`src/rtl/slot_payout_ctrl_if.sv`:
```
// Handshake bundle between the reel/bet stage, the payout controller and the display.
interface slot_payout_ctrl_if;
    logic        spin_in;
    logic [3:0]  bet;
    logic [11:0] reels;
    logic [7:0]  credits;
    logic [7:0]  win;
    logic        busy;
    logic        win_flag;
    logic        jackpot;
    logic        reject;

    modport master (
        output spin_in, bet, reels,
        input  credits, win, busy, win_flag, jackpot, reject
    );

    modport slave (
        input  spin_in, bet, reels,
        output credits, win, busy, win_flag, jackpot, reject
    );
endinterface

```
`src/rtl/slot_payout_ctrl.sv`:
```
// Slot machine credit bank: debits the bet, scores the reels and pays winnings one credit per
// PAY_DIV clock cycles so the display counts up visibly.
module slot_payout_ctrl #(
    parameter int unsigned INIT_CREDITS = 50,
    parameter int unsigned JACKPOT_MULT = 10,
    parameter int unsigned PAIR_MULT    = 2,
    parameter int unsigned PAY_DIV      = 5000000
) (
    input  logic                clk,
    input  logic                rst,
    slot_payout_ctrl_if.slave   bus
);

    localparam int unsigned     TickW    = (PAY_DIV > 1) ? $clog2(PAY_DIV) : 1;
    localparam logic [TickW-1:0] TickLast = TickW'(PAY_DIV - 1);
    localparam logic [3:0]      JackMult = 4'(JACKPOT_MULT);
    localparam logic [3:0]      PairMult = 4'(PAIR_MULT);

    typedef enum logic [1:0] {StIdle, StCapture, StEval, StPay} state_e;

    state_e           state_q, state_d;
    logic             sync1_q, sync2_q, edge_q;
    logic [7:0]       credits_q, credits_d;
    logic [7:0]       win_q, win_d;
    logic             win_flag_q, win_flag_d;
    logic             jackpot_q, jackpot_d;
    logic             reject_q, reject_d;
    logic [3:0]       bet_q, bet_d;
    logic [11:0]      reels_q, reels_d;
    logic [7:0]       pay_left_q, pay_left_d;
    logic [TickW-1:0] tick_q, tick_d;

    logic             spin_req;
    logic             is_jackpot;
    logic [3:0]       mult;
    logic [8:0]       product;
    logic [7:0]       win_calc;

    // Rising edge of the synchronised button; held level yields a single request.
    assign spin_req = sync2_q & ~edge_q;

    // Score the captured reels; L==R alone is deliberately not a winning pattern.
    always_comb begin
        is_jackpot = 1'b0;
        mult       = 4'd0;
        if (reels_q[11:8] == reels_q[7:4] && reels_q[7:4] == reels_q[3:0]) begin
            is_jackpot = 1'b1;
            mult       = JackMult;
        end else if (reels_q[11:8] == reels_q[7:4] || reels_q[7:4] == reels_q[3:0]) begin
            mult = PairMult;
        end
        product  = 9'(bet_q) * 9'(mult);
        win_calc = product[8] ? 8'hFF : product[7:0];
    end

    // Next-state logic for the spin / evaluate / pay sequence.
    always_comb begin
        state_d    = state_q;
        credits_d  = credits_q;
        win_d      = win_q;
        win_flag_d = win_flag_q;
        jackpot_d  = jackpot_q;
        reject_d   = 1'b0;
        bet_d      = bet_q;
        reels_d    = reels_q;
        pay_left_d = pay_left_q;
        tick_d     = tick_q;
        unique case (state_q)
            StIdle: begin
                if (spin_req) begin
                    if (bus.bet == 4'd0 || {4'd0, bus.bet} > credits_q) begin
                        reject_d = 1'b1;
                    end else begin
                        credits_d  = credits_q - {4'd0, bus.bet};
                        bet_d      = bus.bet;
                        win_d      = 8'd0;
                        win_flag_d = 1'b0;
                        jackpot_d  = 1'b0;
                        state_d    = StCapture;
                    end
                end
            end
            StCapture: begin
                reels_d = bus.reels;
                state_d = StEval;
            end
            StEval: begin
                win_d      = win_calc;
                win_flag_d = (win_calc != 8'd0);
                jackpot_d  = is_jackpot;
                if (win_calc == 8'd0) begin
                    state_d = StIdle;
                end else begin
                    pay_left_d = win_calc;
                    tick_d     = '0;
                    state_d    = StPay;
                end
            end
            StPay: begin
                if (tick_q == TickLast) begin
                    tick_d = '0;
                    if (credits_q == 8'hFF) begin
                        // Bank full: forfeit whatever is still owed.
                        pay_left_d = 8'd0;
                        state_d    = StIdle;
                    end else begin
                        credits_d  = credits_q + 8'd1;
                        pay_left_d = pay_left_q - 8'd1;
                        if (pay_left_q == 8'd1) begin
                            state_d = StIdle;
                        end
                    end
                end else begin
                    tick_d = tick_q + TickW'(1);
                end
            end
            default: state_d = StIdle;
        endcase
    end

    // State and synchroniser registers with synchronous reset.
    always_ff @(posedge clk) begin
        if (rst) begin
            state_q    <= StIdle;
            sync1_q    <= 1'b0;
            sync2_q    <= 1'b0;
            edge_q     <= 1'b0;
            credits_q  <= 8'(INIT_CREDITS);
            win_q      <= 8'd0;
            win_flag_q <= 1'b0;
            jackpot_q  <= 1'b0;
            reject_q   <= 1'b0;
            bet_q      <= 4'd0;
            reels_q    <= 12'd0;
            pay_left_q <= 8'd0;
            tick_q     <= '0;
        end else begin
            state_q    <= state_d;
            sync1_q    <= bus.spin_in;
            sync2_q    <= sync1_q;
            edge_q     <= sync2_q;
            credits_q  <= credits_d;
            win_q      <= win_d;
            win_flag_q <= win_flag_d;
            jackpot_q  <= jackpot_d;
            reject_q   <= reject_d;
            bet_q      <= bet_d;
            reels_q    <= reels_d;
            pay_left_q <= pay_left_d;
            tick_q     <= tick_d;
        end
    end

    assign bus.credits  = credits_q;
    assign bus.win      = win_q;
    assign bus.win_flag = win_flag_q;
    assign bus.jackpot  = jackpot_q;
    assign bus.reject   = reject_q;
    assign bus.busy     = (state_q != StIdle);

endmodule

```
`src/flat_wrapper.sv`:
```
// flat-port wrapper written by rule: the top's interface ports become plain ports
module slot_payout_ctrl_flat 
#(
    parameter int unsigned INIT_CREDITS = 50,
    parameter int unsigned JACKPOT_MULT = 10,
    parameter int unsigned PAIR_MULT    = 2,
    parameter int unsigned PAY_DIV      = 5000000
)
  (clk, rst, bus_spin_in, bus_bet, bus_reels, bus_credits, bus_win, bus_busy, bus_win_flag, bus_jackpot, bus_reject);
  slot_payout_ctrl_if bus_i ();
  input  logic clk;
  input  logic rst;
  input wire logic [$bits(bus_i.spin_in)-1:0] bus_spin_in;
  input wire logic [$bits(bus_i.bet)-1:0] bus_bet;
  input wire logic [$bits(bus_i.reels)-1:0] bus_reels;
  output wire logic [$bits(bus_i.credits)-1:0] bus_credits;
  output wire logic [$bits(bus_i.win)-1:0] bus_win;
  output wire logic [$bits(bus_i.busy)-1:0] bus_busy;
  output wire logic [$bits(bus_i.win_flag)-1:0] bus_win_flag;
  output wire logic [$bits(bus_i.jackpot)-1:0] bus_jackpot;
  output wire logic [$bits(bus_i.reject)-1:0] bus_reject;
  assign bus_i.spin_in = bus_spin_in;
  assign bus_i.bet = bus_bet;
  assign bus_i.reels = bus_reels;
  assign bus_credits = bus_i.credits;
  assign bus_win = bus_i.win;
  assign bus_busy = bus_i.busy;
  assign bus_win_flag = bus_i.win_flag;
  assign bus_jackpot = bus_i.jackpot;
  assign bus_reject = bus_i.reject;
  slot_payout_ctrl #(.INIT_CREDITS(INIT_CREDITS), .JACKPOT_MULT(JACKPOT_MULT), .PAIR_MULT(PAIR_MULT), .PAY_DIV(PAY_DIV)) u_core (.clk(clk), .rst(rst), .bus(bus_i));
endmodule
```
`config.mk`:
```
export PLATFORM = sky130hd
export DESIGN_NAME = slot_payout_ctrl_flat
export DESIGN_NICKNAME = d
export VERILOG_FILES = /design/src/rtl/slot_payout_ctrl_if.sv /design/src/rtl/slot_payout_ctrl.sv /design/src/flat_wrapper.sv
export SDC_FILE = /design/constraint.sdc
export NUM_CORES = 1
export LEC_CHECK = 0
export BUFFER_PORTS_ARGS = -buffer_cell sky130_fd_sc_hd__buf_2
export CAP_MARGIN = 20
export CORE_ASPECT_RATIO = 2
export CORE_MARGIN = 10
export CORE_UTILIZATION = 40
export CTS_BUF_LIST = sky130_fd_sc_hd__clkbuf_16
export CTS_CLUSTER_SIZE = 14
export DETAILED_ROUTE_END_ITERATION = 12
export SLEW_MARGIN = 20
export SYNTH_ARGS = -nofsm -noshare
export SYNTH_HDL_FRONTEND = slang
export SYNTH_SLANG_ARGS = --single-unit
export TNS_END_PERCENT = 30
```
`constraint.sdc`:
```
create_clock -name clk -period 7 [get_ports clk]
set_clock_uncertainty 0.05 [all_clocks]
set_input_delay 0.7 -clock clk [delete_from_list [all_inputs] [get_ports clk]]
set_output_delay 0.7 -clock clk [all_outputs]
set_load 0.01 [all_outputs]
```
==> Word level (Yosys, flattened, before mapping) <==
Index checks and enable logic that the tools add are counted.
{ "classes": {"n_addsub": 4, "multipliers": 1, "n_lt_le_gt_ge": 1, "n_eq_ne": 14, "muxes": 30, "n_bitwise": 5, "n_reduce_logical": 18} }
{ "op_table": {"columns": ["operator", "count"], "rows": [
  ["$mux 8", 9],
  ["$pmux 8 s2", 3],
  ["$mux 23", 2],
  ["$pmux 23 s2", 1],
  ["$add 23x1->23 const B", 1],
  ["$eq 23x23->1 const B", 1],
  ["$mux 2", 7],
  ["$reduce_and 3->1", 3],
  ["$add 8x1->8 const B", 1],
  ["$eq 4x4->1", 2],
  ["$eq 8x1->1 const B", 1],
  ["$eq 8x8->1 const B", 1],
  ["$gt 4x8->1", 1],
  ["$logic_not 8->1", 1],
  ["$mul 4x4->8", 1],
  ["$pmux 2 s4", 1],
  ["$reduce_bool 2->1", 4],
  ["$reduce_bool 8->1", 1],
  ["$sub 8x1->8 const B", 1],
  ["$sub 8x4->8", 1],
  ["$ne 2x2->1 const B", 3],
  ["$reduce_and 5->1", 1],
  ["$eq 2x2->1 const B", 2],
  ["$logic_not 4->1", 1],
  ["14 further kinds", 23]
]} }
{ "word_totals": {"ff_bits": 71, "input_bits": 19, "out_inout_bits": 20, "elab_cells": 86} }

==> Logic depth before layout (Yosys ltp) <==
Gate-level depths: netlist of run 1.
{ "logic_depth": {"depth_word": 8, "mapped_depth": 14} }

==> Worst setup path before layout of run 1 <==
OpenSTA, ideal clock, no wires.
{ "synth_path": {"path_type": "register -> register", "startpoint": "reg u_core.reels_q[6]", "endpoint": "reg u_core.pay_left_q[1]", "setup_time_ns": 0.080, "t_arrival_ns": 3.371, "t_required_ns": 6.870, "path_slack_ns": 3.500, "path_stages_with_launch": 15, "path_buffers": 1, "cell_sequence": "dfxtp_1 xnor2_1 nand4_1 nor2_1 and2_1 ha_1 ha_1 ha_1 fa_1 or4_1 or3_4 o211ai_4 buf_6 a311oi_2 a211oi_2"} }
{ "synth_via": {"elab_chain_len": 8} }
{ "synth_lines": {"columns": ["item", "line", "rtl"], "rows": [
  ["start, declared", "slot_payout_ctrl.sv:29", "logic [11:0] reels_q, reels_d;"],
  ["start signal, assigned", "slot_payout_ctrl.sv:148", "reels_q <= reels_d;"],
  ["$eq 4x4->1", "slot_payout_ctrl.sv:46, slot_payout_ctrl.sv:49", null],
  ["$logic_or 1x1->1", "slot_payout_ctrl.sv:49", "end else if (reels_q[11:8] == reels_q[7:4] || reels_q[7:4] == reels_q[3:0]) begin"],
  ["$mux 2", "slot_payout_ctrl.sv:49", null],
  ["$mux 4 (*)", "slot_payout_ctrl.sv:46", "if (reels_q[11:8] == reels_q[7:4] && reels_q[7:4] == reels_q[3:0]) begin"],
  ["$mul 4x4->8 (*)", "slot_payout_ctrl.sv:52", "product = 9'(bet_q) * 9'(mult);"],
  ["$logic_not 8->1", "slot_payout_ctrl.sv:91", "if (win_calc == 8'd0) begin"],
  ["$ne 2x2->1 (no line)", null, null],
  ["$reduce_and 3->1 (no line)", null, null],
  ["end signal, assigned", "slot_payout_ctrl.sv:149", "pay_left_q <= pay_left_d;"],
  ["end, declared", "slot_payout_ctrl.sv:30", "logic [7:0] pay_left_q, pay_left_d;"]
]} }
Every way passes the cells marked *; elsewhere a longest branch is shown, timed or not. The select of a mux whose other input is x is not followed.
A chain may end at the register's enable or synchronous reset.

==> Worst setup path in the final report of run 1 <==
{ "layout_path": {"startpoint": "reg u_core.reels_q[5]", "endpoint": "reg u_core.state_q[1]"} }
{ "layout_via": {"elab_chain_len": 8} }
{ "layout_lines": {"columns": ["item", "line", "rtl"], "rows": [
  ["$eq 4x4->1", "slot_payout_ctrl.sv:46, slot_payout_ctrl.sv:49", null],
  ["$logic_or 1x1->1", "slot_payout_ctrl.sv:49", null],
  ["$mux 2", "slot_payout_ctrl.sv:49", null],
  ["$mux 4 (*)", "slot_payout_ctrl.sv:46", null],
  ["$mul 4x4->8 (*)", "slot_payout_ctrl.sv:52", null],
  ["$logic_not 8->1 (*)", "slot_payout_ctrl.sv:91", null],
  ["$mux 2 (*)", "slot_payout_ctrl.sv:91", null],
  ["$pmux 2 s4 (*)", "slot_payout_ctrl.sv:68", "unique case (state_q)"],
  ["end signal, assigned", "slot_payout_ctrl.sv:124", "state_q <= StIdle;"],
  ["end signal, assigned", "slot_payout_ctrl.sv:138", "state_q <= state_d;"],
  ["end, declared", "slot_payout_ctrl.sv:21", "state_e state_q, state_d;"]
]} }
Every way passes the cells marked *; elsewhere a longest branch is shown, timed or not.

==> results of run 1 <==
==> logic make-up (layout without fill, tap and decap cells) <==
logic type	after synthesis	count (layout)	synth area share, %
XOR/XNOR	11	11	2.50
AO/OA/AOI/OAI	134	134	24.0
AND/OR/NAND/NOR	188	188	26.1
multiplexers	4	4	1.07
other	1	1	0.0972
flip-flops	70	70	36.3
adder cells (fa/ha/maj)	15	15	5.25
buffers and inverters	38	68	4.64
==> where the power goes <==
| group | internal, mW | leakage [nW] | switching [mW] | total (mW) |
|---|---|---|---|---|
| combinational | 0.0251 | 0.859 | 0.0422 | 0.0673 |
| sequential | 0.404 | 0.565 | 0.00727 | 0.411 |
| clock | 0.276 | 0.138 | 0.180 | 0.456 |
==> layer usage <==
layer / up-vias / part of all wire, % / global-route usage, %
li1: 1716 / - / -
met2: 99 / 57 / 28.4
met3: 32 / 3.9 / 2.76
met4: 0 / 4.4 / 8.73
met5: - / 0 / 0
met1: 1662 / 35 / 14.2
==> flip-flops by register name, indices dropped and copies added, names as in the netlist <==
name / flops
u_core.tick_q: 23
u_core.reels_q: 12
u_core.bus.credits: 8
u_core.pay_left_q: 8
u_core.bus.win: 7
u_core.bet_q: 4
u_core.state_q: 2
u_core.bus.jackpot: 1
u_core.bus.reject: 1
u_core.bus.win_flag: 1
u_core.edge_q: 1
u_core.sync1_q: 1
u_core.sync2_q: 1
==> final cells by class <==
cell class / instances / area [sq um] / area share, %
inverter: 13 / 48.8 / 1.12
clock buffer: 9 / 225 / 5.17
timing repair buffer: 39 / 200 / 4.59
sequential: 70 / 1400 / 32.2
tap: 104 / 130 / 2.99
multi-input combinational: 353 / 2280 / 52.3
clock inverter: 7 / 75.1 / 1.72
==> cells in the final DEF, fill, tap and decap left out, drive strengths merged, types with 3 or more instances in the layout <==
| cell type | Yosys | layout |
|---|---|---|
| clkbuf | 12 | 9 |
| clkinv | 0 | 3 |
| nand3 | 13 | 13 |
| o21ai | 25 | 25 |
| or2 | 9 | 9 |
| nor3b | 3 | 3 |
| o211ai | 3 | 3 |
| nand4 | 10 | 10 |
| a31oi | 9 | 9 |
| and3 | 6 | 6 |
| and2 | 7 | 7 |
| dfxtp | 70 | 70 |
| a211oi | 9 | 9 |
| or4 | 3 | 3 |
| nand3b | 3 | 3 |
| or3 | 6 | 6 |
| inv | 13 | 13 |
| a41oi | 3 | 3 |
| buf | 13 | 39 |
| nand2 | 51 | 51 |
| a22o | 6 | 6 |
| a32oi | 4 | 4 |
| nor2b | 10 | 10 |
| nor3 | 10 | 10 |
| xnor2 | 8 | 8 |
| a21oi | 61 | 61 |
| ha | 13 | 13 |
| nor4 | 8 | 8 |
| nor2 | 41 | 41 |
| mux2i | 3 | 3 |
| clkinvlp | 0 | 3 |
| xor2 | 3 | 3 |
==> worst paths after layout <==
check | from | endpoint | slack, ps | depth (start not counted)
setup / recovery | u_core.reels_q[5] | u_core.state_q[1] | 2860 | 13
hold / removal | u_core.sync1_q | u_core.sync2_q | 400 | 1
setup reg to reg | u_core.reels_q[5] | u_core.state_q[1] | 2860 | 13
hold reg to reg | u_core.sync1_q | u_core.sync2_q | 400 | 1
==> per-stage QoR <==
stage / utilization, % / hold WS [ps]
6_report: 46.4 / 396
4_1_cts: 46.4 / 406
5_1_grt: 46.4 / 429
2_1_floorplan: - / 364
3_5_place_dp: 43.2 / 386
3_3_place_gp: 43.2 / 384
==> flow_summary.yaml, run 1 <==
cts:
  cts_sinks: 70
  clock_tree_from_tritoncts: "yes"
  worstSkewPairLatency_ps: 330
  cts_setup_buffers: 0
  hold_buffers: 0
  h_tree_depth: 3
  clockBufferDepth: 2
  clkTransAtPathRegs_ps: 60
  cts-buffers-inserted: 9
  cts_resized: 0
  cts-root-buf: "sky130_fd_sc_hd__clkbuf_16"
pwr:
  leakage_nw: 1.56
  peakVddDrop_mv: 0.142
  finalPower_mw: 0.934
  power.density_cell_area_mw_per_mm2: 214
routing:
  post_drt_via_cell_ratio: 5.90
  routed_wire_length_per_instance_um: 17.8
  drt_pass1_iterations: 4
  route.detailed.drc: 0
  dr_total_vias: 3509
  postRouteAntennaNets: 0
  totalWireLength_um: 10600
  drtIter0Drc: 161
worst_setup_path:
  path_max_fanout: 24
  cp.buffers_inverters: 0
  worstSetupStartpointType: "flop"
  worstPathCellList: "xnor2_1 > nand4_1 > nor2_1 > and2_1 > ha_1 > ha_1 > ha_1 > fa_1 > or4_1 > or3_4 > o21ai_4 > a2bb2oi_1 > a21oi_1"
  cp_common_cell: "sky130_fd_sc_hd__ha_1"
  crit_family: "simple AND/OR/NAND/NOR gates"
  endpoint_kind: "flop"
  critical_path.slowest_cell: "sky130_fd_sc_hd__o21ai_4"
  worstSetupPathType: "flop to flop"
  worst-endpoint-required_ps: 7130
  crit_path_max_incr_delay_ps: 540
  worstPathArrival_ps: 4280
sta:
  final.period_utilization_pct: 59.2
  slew_viol_final: 0
  hold_violations_final: 0
  timing.fmax_mhz: 241
  slew-limit-headroom_pct: 43.7
  timing_worst_slew_pin_value_ps: 840
  timing.final.setup_violations: 0
  final.min_clock_period_ps: 4140
  final.setup.tns_ps: 0
  setup_repair_after_global_routing_missed_its_margin: "false"
  setup_ws_ps: 2860
synthesis:
  postSynthNetCount: 495
  synth_cell_type_count: 66
  ys_ff_latch: 70
  synth_area_sq_mm: 0.00386
  synthesis.instances: 461
  ys_warn_count: 0
  synth_most_common_cell: "sky130_fd_sc_hd__dfxtp_1"
  synth_top_cells_by_count: "sky130_fd_sc_hd__dfxtp_1 (70), sky130_fd_sc_hd__a21oi_1 (61), sky130_fd_sc_hd__nand2_1 (51), sky130_fd_sc_hd__nor2_1 (41)"
  synth.avg_cell_area_sq_um: 8.37
  synth-edff-count: 0
  seq_area_frac_synth_pct: 36.3
  synth_ff_type: "sky130_fd_sc_hd__dfxtp_1"
  synthDominantAreaCellType: "sky130_fd_sc_hd__dfxtp_1"
  postSynth.asyncResetShare_pct: 0
  synth.top_cell.area_share_pct: 36.3
  synth.top_cells.by_area: "sky130_fd_sc_hd__dfxtp_1 (36%), sky130_fd_sc_hd__a21oi_1 (7.9%), sky130_fd_sc_hd__nand2_1 (5.0%)"
floorplan:
  placeable_core_region_sq_mm: 0.00938
  die-width_um: 89.4
  ioPinCount: 39
  initial_core_utilization_pct: 41.1
  die_y_um: 159
  dieArea_sq_mm: 0.0142
  placementRows: 50
placement:
  post_dp_cell_area_sq_mm: 0.00406
  port-buffer-count: 37
  hpwl_um: 7850
  placed_cells_incl_taps: 579
  worst_setup_slack_post_dpl_ps: 2850
  routabilityCongestion: 0.813
final_layout:
  share_of_cells_above_drive_strength_1_pct: 17.7
  layoutNonFillerInstCount: 595
  finish.instance_area_sq_mm: 0.00436
  n_fill_cell: 957
  total_nets_final: 520
  n_antenna_cell: 0
  area_growth_syn_to_layout_pct: 13.0
grt:
  grt_first_pass_wirelength_um: 17000
  first_global_vias: 3461
  grt_antenna_before_repair: 0
  grt-ovfl-total: 0
  grtUsageTotal_pct: 15.2
  grt_max_degree: 64
flow_run:
  max_cap_violations: 0
status:
  run_status: "finished, final reports clean"
hold_path:
  hold_removal_path_class: "flop to flop"
Note: power is estimated with default switching activity, not from simulation.
==> inputs of run 2 (changes only) <==
Clock period 7 ns to 4.1 ns, I/O delays scaled along.
==> run 2 against run 1 <==
Net effect:
- final area is 0.34% higher
- setup slack worse by 2700 ps
- sequential cell count stayed put
- critical path depth stayed put
- global-route usage is 0.25 points lower
- hold slack worse by 130 ps
==> flow_summary.yaml, run 2 (same netlist as run 1, synthesis figures left out) <==
final_layout:
  area_growth_syn_to_layout_pct: 13.4
  largest_reg_flops: 23
  n_antenna_cell: 0
  biggestRegsByFlops: "u_core.tick_q: 23 flops, u_core.reels_q: 12 flops"
  max_flop_register: "u_core.tick_q"
  fin_util_pct: 46.6
  total_nets_final: 522
  final_common_cell: "sky130_fd_sc_hd__dfxtp_1"
  most_used_cells_in_the_layout_excluding_fill_and_tap_cells: "sky130_fd_sc_hd__dfxtp_1 (70), sky130_fd_sc_hd__a21oi_1 (60), sky130_fd_sc_hd__nand2_1 (51), sky130_fd_sc_hd__nor2_1 (41), sky130_fd_sc_hd__buf_2 (37)"
  finish.instance_area_sq_mm: 0.00437
  share_of_cells_above_drive_strength_1_pct: 17.4
routing:
  routed_wire_length_per_instance_um: 17.2
  totalWireLength_um: 10300
  postRouteAntennaNets: 0
  route.detailed.drc: 0
  post_drt_via_cell_ratio: 5.85
  drt_pass1_iterations: 4
  drtIter0Drc: 116
  dr_total_vias: 3493
cts:
  cts_setup_buffers: 0
  cts_sinks: 70
  cts-root-buf: "sky130_fd_sc_hd__clkbuf_16"
  clkTransAtPathRegs_ps: 60
  clockBufferDepth: 2
  cts-buffers-inserted: 9
  clock_tree_from_tritoncts: "yes"
  hold_buffers: 0
  worstSkewPairLatency_ps: 340
  cts_resized: 0
  h_tree_depth: 3
worst_setup_path:
  crit_family: "simple AND/OR/NAND/NOR gates"
  worstPathCellList: "xnor2_1 > nand4_1 > nor2_1 > and2_1 > ha_1 > ha_1 > ha_1 > fa_1 > or4_1 > or3_4 > o211ai_4 > a311oi_2 > a211oi_2"
  path_max_fanout: 15
  worst-endpoint-required_ps: 4300
  cp.buffers_inverters: 0
  endpoint_kind: "flop"
  worst-r2r-setup-slack_ps: 150
  worstSetupStartpointType: "flop"
  critical_path.slowest_cell: "sky130_fd_sc_hd__or4_1"
  worstPathArrival_ps: 4150
  worstSetupPathType: "flop to flop"
  cp_common_cell: "sky130_fd_sc_hd__ha_1"
  crit_path_max_incr_delay_ps: 540
grt:
  grt-ovfl-total: 0
  first_global_vias: 3478
  grt_antenna_before_repair: 0
  grt_max_degree: 34
  grt_first_pass_wirelength_um: 16800
  grtUsageTotal_pct: 14.9
pwr:
  leakage_nw: 1.59
  peakVddDrop_mv: 0.202
  power.density_cell_area_mw_per_mm2: 359
sta:
  timing.fmax_mhz: 253
  timing.final.setup_violations: 0
  setup_repair_after_global_routing_missed_its_margin: "false"
  hold_violations_final: 0
  setup_ws_ps: 150
  timing_worst_slew_pin_value_ps: 823
  final.setup.tns_ps: 0
  final.min_clock_period_ps: 3950
  slew-limit-headroom_pct: 45.2
  final.period_utilization_pct: 96.3
  slew_viol_final: 0
hold_path:
  hold_removal_path_class: "primary input to flop"
placement:
  port-buffer-count: 37
  routabilityCongestion: 0.815
  worst_setup_slack_post_dpl_ps: 197
  post_dp_cell_area_sq_mm: 0.00409
  hpwl_um: 7770
status:
  run_status: "finished, final reports clean"
floorplan:
  placeable_core_region_sq_mm: 0.00938
  placementRows: 50
  die-width_um: 89.4
  dieArea_sq_mm: 0.0142
  initial_core_utilization_pct: 41.1
  die_y_um: 159
  ioPinCount: 39
flow_run:
  max_cap_violations: 0
run 2: changes by cell type in the layout (fill, tap and decap cells not counted), sizes merged:
cell,delta
clkinvlp,-3
inv,+3
buf,+2
run 2: path summary, 6_finish.rpt:
path,startpoint,to,depth (start not counted)
hold / removal,bus_spin_in,u_core.sync1_q,2
setup reg to reg,u_core.reels_q[7],u_core.pay_left_q[1],13
hold reg to reg,u_core.sync1_q,u_core.sync2_q,1
setup / recovery,u_core.reels_q[7],u_core.pay_left_q[1],13
run 2: routing by layer:
| metal | vias to the layer above | share of wire, % | track usage, % |
|---|---|---|---|
| li1 | 1730 | - | - |
| met1 | 1681 | 36 | 13.9 |
| met2 | 59 | 57 | 27.9 |
| met3 | 23 | 3.4 | 3.48 |
| met4 | 0 | 3.5 | 7.79 |
| met5 | - | 0 | 0 |
run 2: through the flow:
| step | power (mW) | hold WS [ps] | cells |
|---|---|---|---|
| 2_1_floorplan | 0.794 | 364 | 461 |
| 3_3_place_gp | 0.835 | 381 | 581 |
| 3_5_place_dp | 0.836 | 380 | 581 |
| 4_1_cts | 1.59 | 259 | 597 |
| 5_1_grt | 1.63 | 277 | 597 |
| 6_report | 1.57 | 263 | 597 |
run 2: report_power, final:
| part | switching (mW) | total, mW | leakage, nW | internal, mW |
|---|---|---|---|---|
| logic | 0.0726 | 0.119 | 0.876 | 0.0461 |
| registers | 0.0119 | 0.702 | 0.565 | 0.690 |
| clock network | 0.287 | 0.749 | 0.151 | 0.462 |
| total | 0.371 | 1.57 | 1.59 | 1.20 |
run 2: cell type report:
| type | count | area (sq um) |
|---|---|---|
| Fill cell | 955 | 5010 |
| Sequential cell | 70 | 1400 |
| Clock buffer | 9 | 225 |
| Timing Repair Buffer | 41 | 228 |
| Tap cell | 104 | 130 |
| Inverter | 13 | 48.8 |
| Clock inverter | 7 | 58.8 |
| Multi-Input combinational cell | 353 | 2280 |
==> inputs of run 3 (changes only) <==
Settings changed: BUFFER_PORTS_ARGS -buffer_cell sky130_fd_sc_hd__buf_2 to unset, DONT_BUFFER_PORTS set to 1.
==> run 3 against run 2 <==
Net effect:
- fmax grew 4.4%
- die area unchanged
- via count fell by 3.7%
- non-clock buffer count down 33
- final area decreased by 2.2%
- register-to-register slack improved by 170 ps
- critical endpoint unchanged
- largest cell class unchanged
==> flow_summary.yaml, run 3 (same netlist as run 1, synthesis figures left out) <==
sta:
  slew_viol_final: 0
  timing.final.setup_violations: 0
  final.period_utilization_pct: 92.3
  setup_repair_after_global_routing_missed_its_margin: "false"
  setup_ws_ps: 316
  timing.fmax_mhz: 264
  final.setup.tns_ps: 0
  final.min_clock_period_ps: 3780
  timing_worst_slew_pin_value_ps: 790
  hold_violations_final: 0
  slew-limit-headroom_pct: 47.1
worst_setup_path:
  worstSetupStartpointType: "flop"
  endpoint_kind: "flop"
  worstSetupPathType: "flop to flop"
  worstPathArrival_ps: 3990
  worst-endpoint-required_ps: 4310
  path_max_fanout: 15
routing:
  route.detailed.drc: 0
  postRouteAntennaNets: 0
  routed_wire_length_per_instance_um: 18.3
  totalWireLength_um: 10300
  drtIter0Drc: 134
  post_drt_via_cell_ratio: 5.96
  drt_pass1_iterations: 4
  dr_total_vias: 3364
pwr:
  power.density_cell_area_mw_per_mm2: 397
  finalPower_mw: 1.70
  leakage_nw: 1.46
  peakVddDrop_mv: 0.232
cts:
  cts_resized: 0
  cts_setup_buffers: 0
  hold_buffers: 0
  clkTransAtPathRegs_ps: 60
  clock_tree_from_tritoncts: "yes"
  cts_sinks: 70
  clockBufferDepth: 2
  cts-root-buf: "sky130_fd_sc_hd__clkbuf_16"
  worstSkewPairLatency_ps: 340
  h_tree_depth: 3
  cts-buffers-inserted: 9
floorplan:
  ioPinCount: 39
  placementRows: 50
  initial_core_utilization_pct: 41.1
  dieArea_sq_mm: 0.0142
  placeable_core_region_sq_mm: 0.00938
  die-width_um: 89.4
  die_y_um: 159
final_layout:
  share_of_cells_above_drive_strength_1_pct: 12.2
  final_common_cell: "sky130_fd_sc_hd__dfxtp_1"
  most_used_cells_in_the_layout_excluding_fill_and_tap_cells: "sky130_fd_sc_hd__dfxtp_1 (70), sky130_fd_sc_hd__a21oi_1 (61), sky130_fd_sc_hd__nand2_1 (51), sky130_fd_sc_hd__nor2_1 (41)"
  largest_reg_flops: 23
  total_nets_final: 489
  fin_util_pct: 45.6
  area_growth_syn_to_layout_pct: 10.9
  max_flop_register: "u_core.tick_q"
  n_antenna_cell: 0
  biggestRegsByFlops: "u_core.tick_q: 23 flops, u_core.reels_q: 12 flops"
  n_fill_cell: 943
grt:
  grt_antenna_before_repair: 0
  grt_first_pass_wirelength_um: 16600
  first_global_vias: 3290
  grt_max_degree: 64
  grt-ovfl-total: 0
  grtUsageTotal_pct: 14.9
placement:
  port-buffer-count: 0
  worst_setup_slack_post_dpl_ps: 241
  routabilityCongestion: 0.832
  hpwl_um: 7790
flow_run:
  max_cap_violations: 0
hold_path:
  hold_removal_path_class: "primary input to flop"
status:
  run_status: "finished, final reports clean"
run 3: cell count changes in the layout (fill, tap and decap cells not counted), sizes merged:
cell / delta
buf: -33
bufinv: +2
inv: -2
run 3: area by class of cell:
| cell class | instances | area (sq um) | share of cell area [%] |
|---|---|---|---|
| clock buffers | 9 | 225 | 5.27 |
| well taps | 104 | 130 | 3.04 |
| clock inverters | 7 | 121 | 2.84 |
| inverters | 13 | 48.8 | 1.14 |
| flip-flops and latches | 70 | 1400 | 32.8 |
| multi-input cells | 353 | 2280 | 53.2 |
| repair buffers | 8 | 72.6 | 1.70 |
run 3: critical path: stages (launching register included):
cell	delay, ps
sky130_fd_sc_hd__dfxtp_1	380
sky130_fd_sc_hd__xnor2_1	150
sky130_fd_sc_hd__nand4_1	170
sky130_fd_sc_hd__nor2_1	170
sky130_fd_sc_hd__and2_1	150
sky130_fd_sc_hd__ha_1	230
sky130_fd_sc_hd__ha_1	200
sky130_fd_sc_hd__ha_1	190
sky130_fd_sc_hd__fa_1	410
sky130_fd_sc_hd__or4_1	510
sky130_fd_sc_hd__or3_4	380
sky130_fd_sc_hd__o211ai_4	400
sky130_fd_sc_hd__a311oi_2	110
sky130_fd_sc_hd__a211oi_2	220
run 3: path summary, 6_finish.rpt:
check / endpoint / slack (ps) / from / cells past startpoint
max: u_core.pay_left_q[1] / 320 / u_core.reels_q[6] / 13
min reg2reg: u_core.sync2_q / 390 / u_core.sync1_q / 1
max reg2reg: u_core.pay_left_q[1] / 320 / u_core.reels_q[6] / 13
min: u_core.reels_q[9] / 90 / rst / 1
run 3: where the power goes:
group          leakage (nW)  switching, mW  internal [mW]
combinational         0.725         0.0562         0.0394
clock                 0.170          0.300          0.597
sequential            0.565         0.0140          0.690
run 3: metrics by stage:
stage | cells | instance area (sq um) | hold slack [ps]
after floorplan | 461 | 3860 | 364
after global placement | 546 | 3920 | 367
after detailed placement | 546 | 3920 | 375
after CTS | 562 | 4260 | 83.6
after global routing | 564 | 4280 | 86.7
final | 564 | 4280 | 89.6
run 3: routing by layer:
| metal | GRT usage [%] | share of wire [%] |
|---|---|---|
| met2 | 28.3 | 59 |
| met1 | 13.6 | 34 |
| met5 | 0 | 0 |
| met3 | 2.76 | 3.5 |
| met4 | 8.15 | 3.5 |
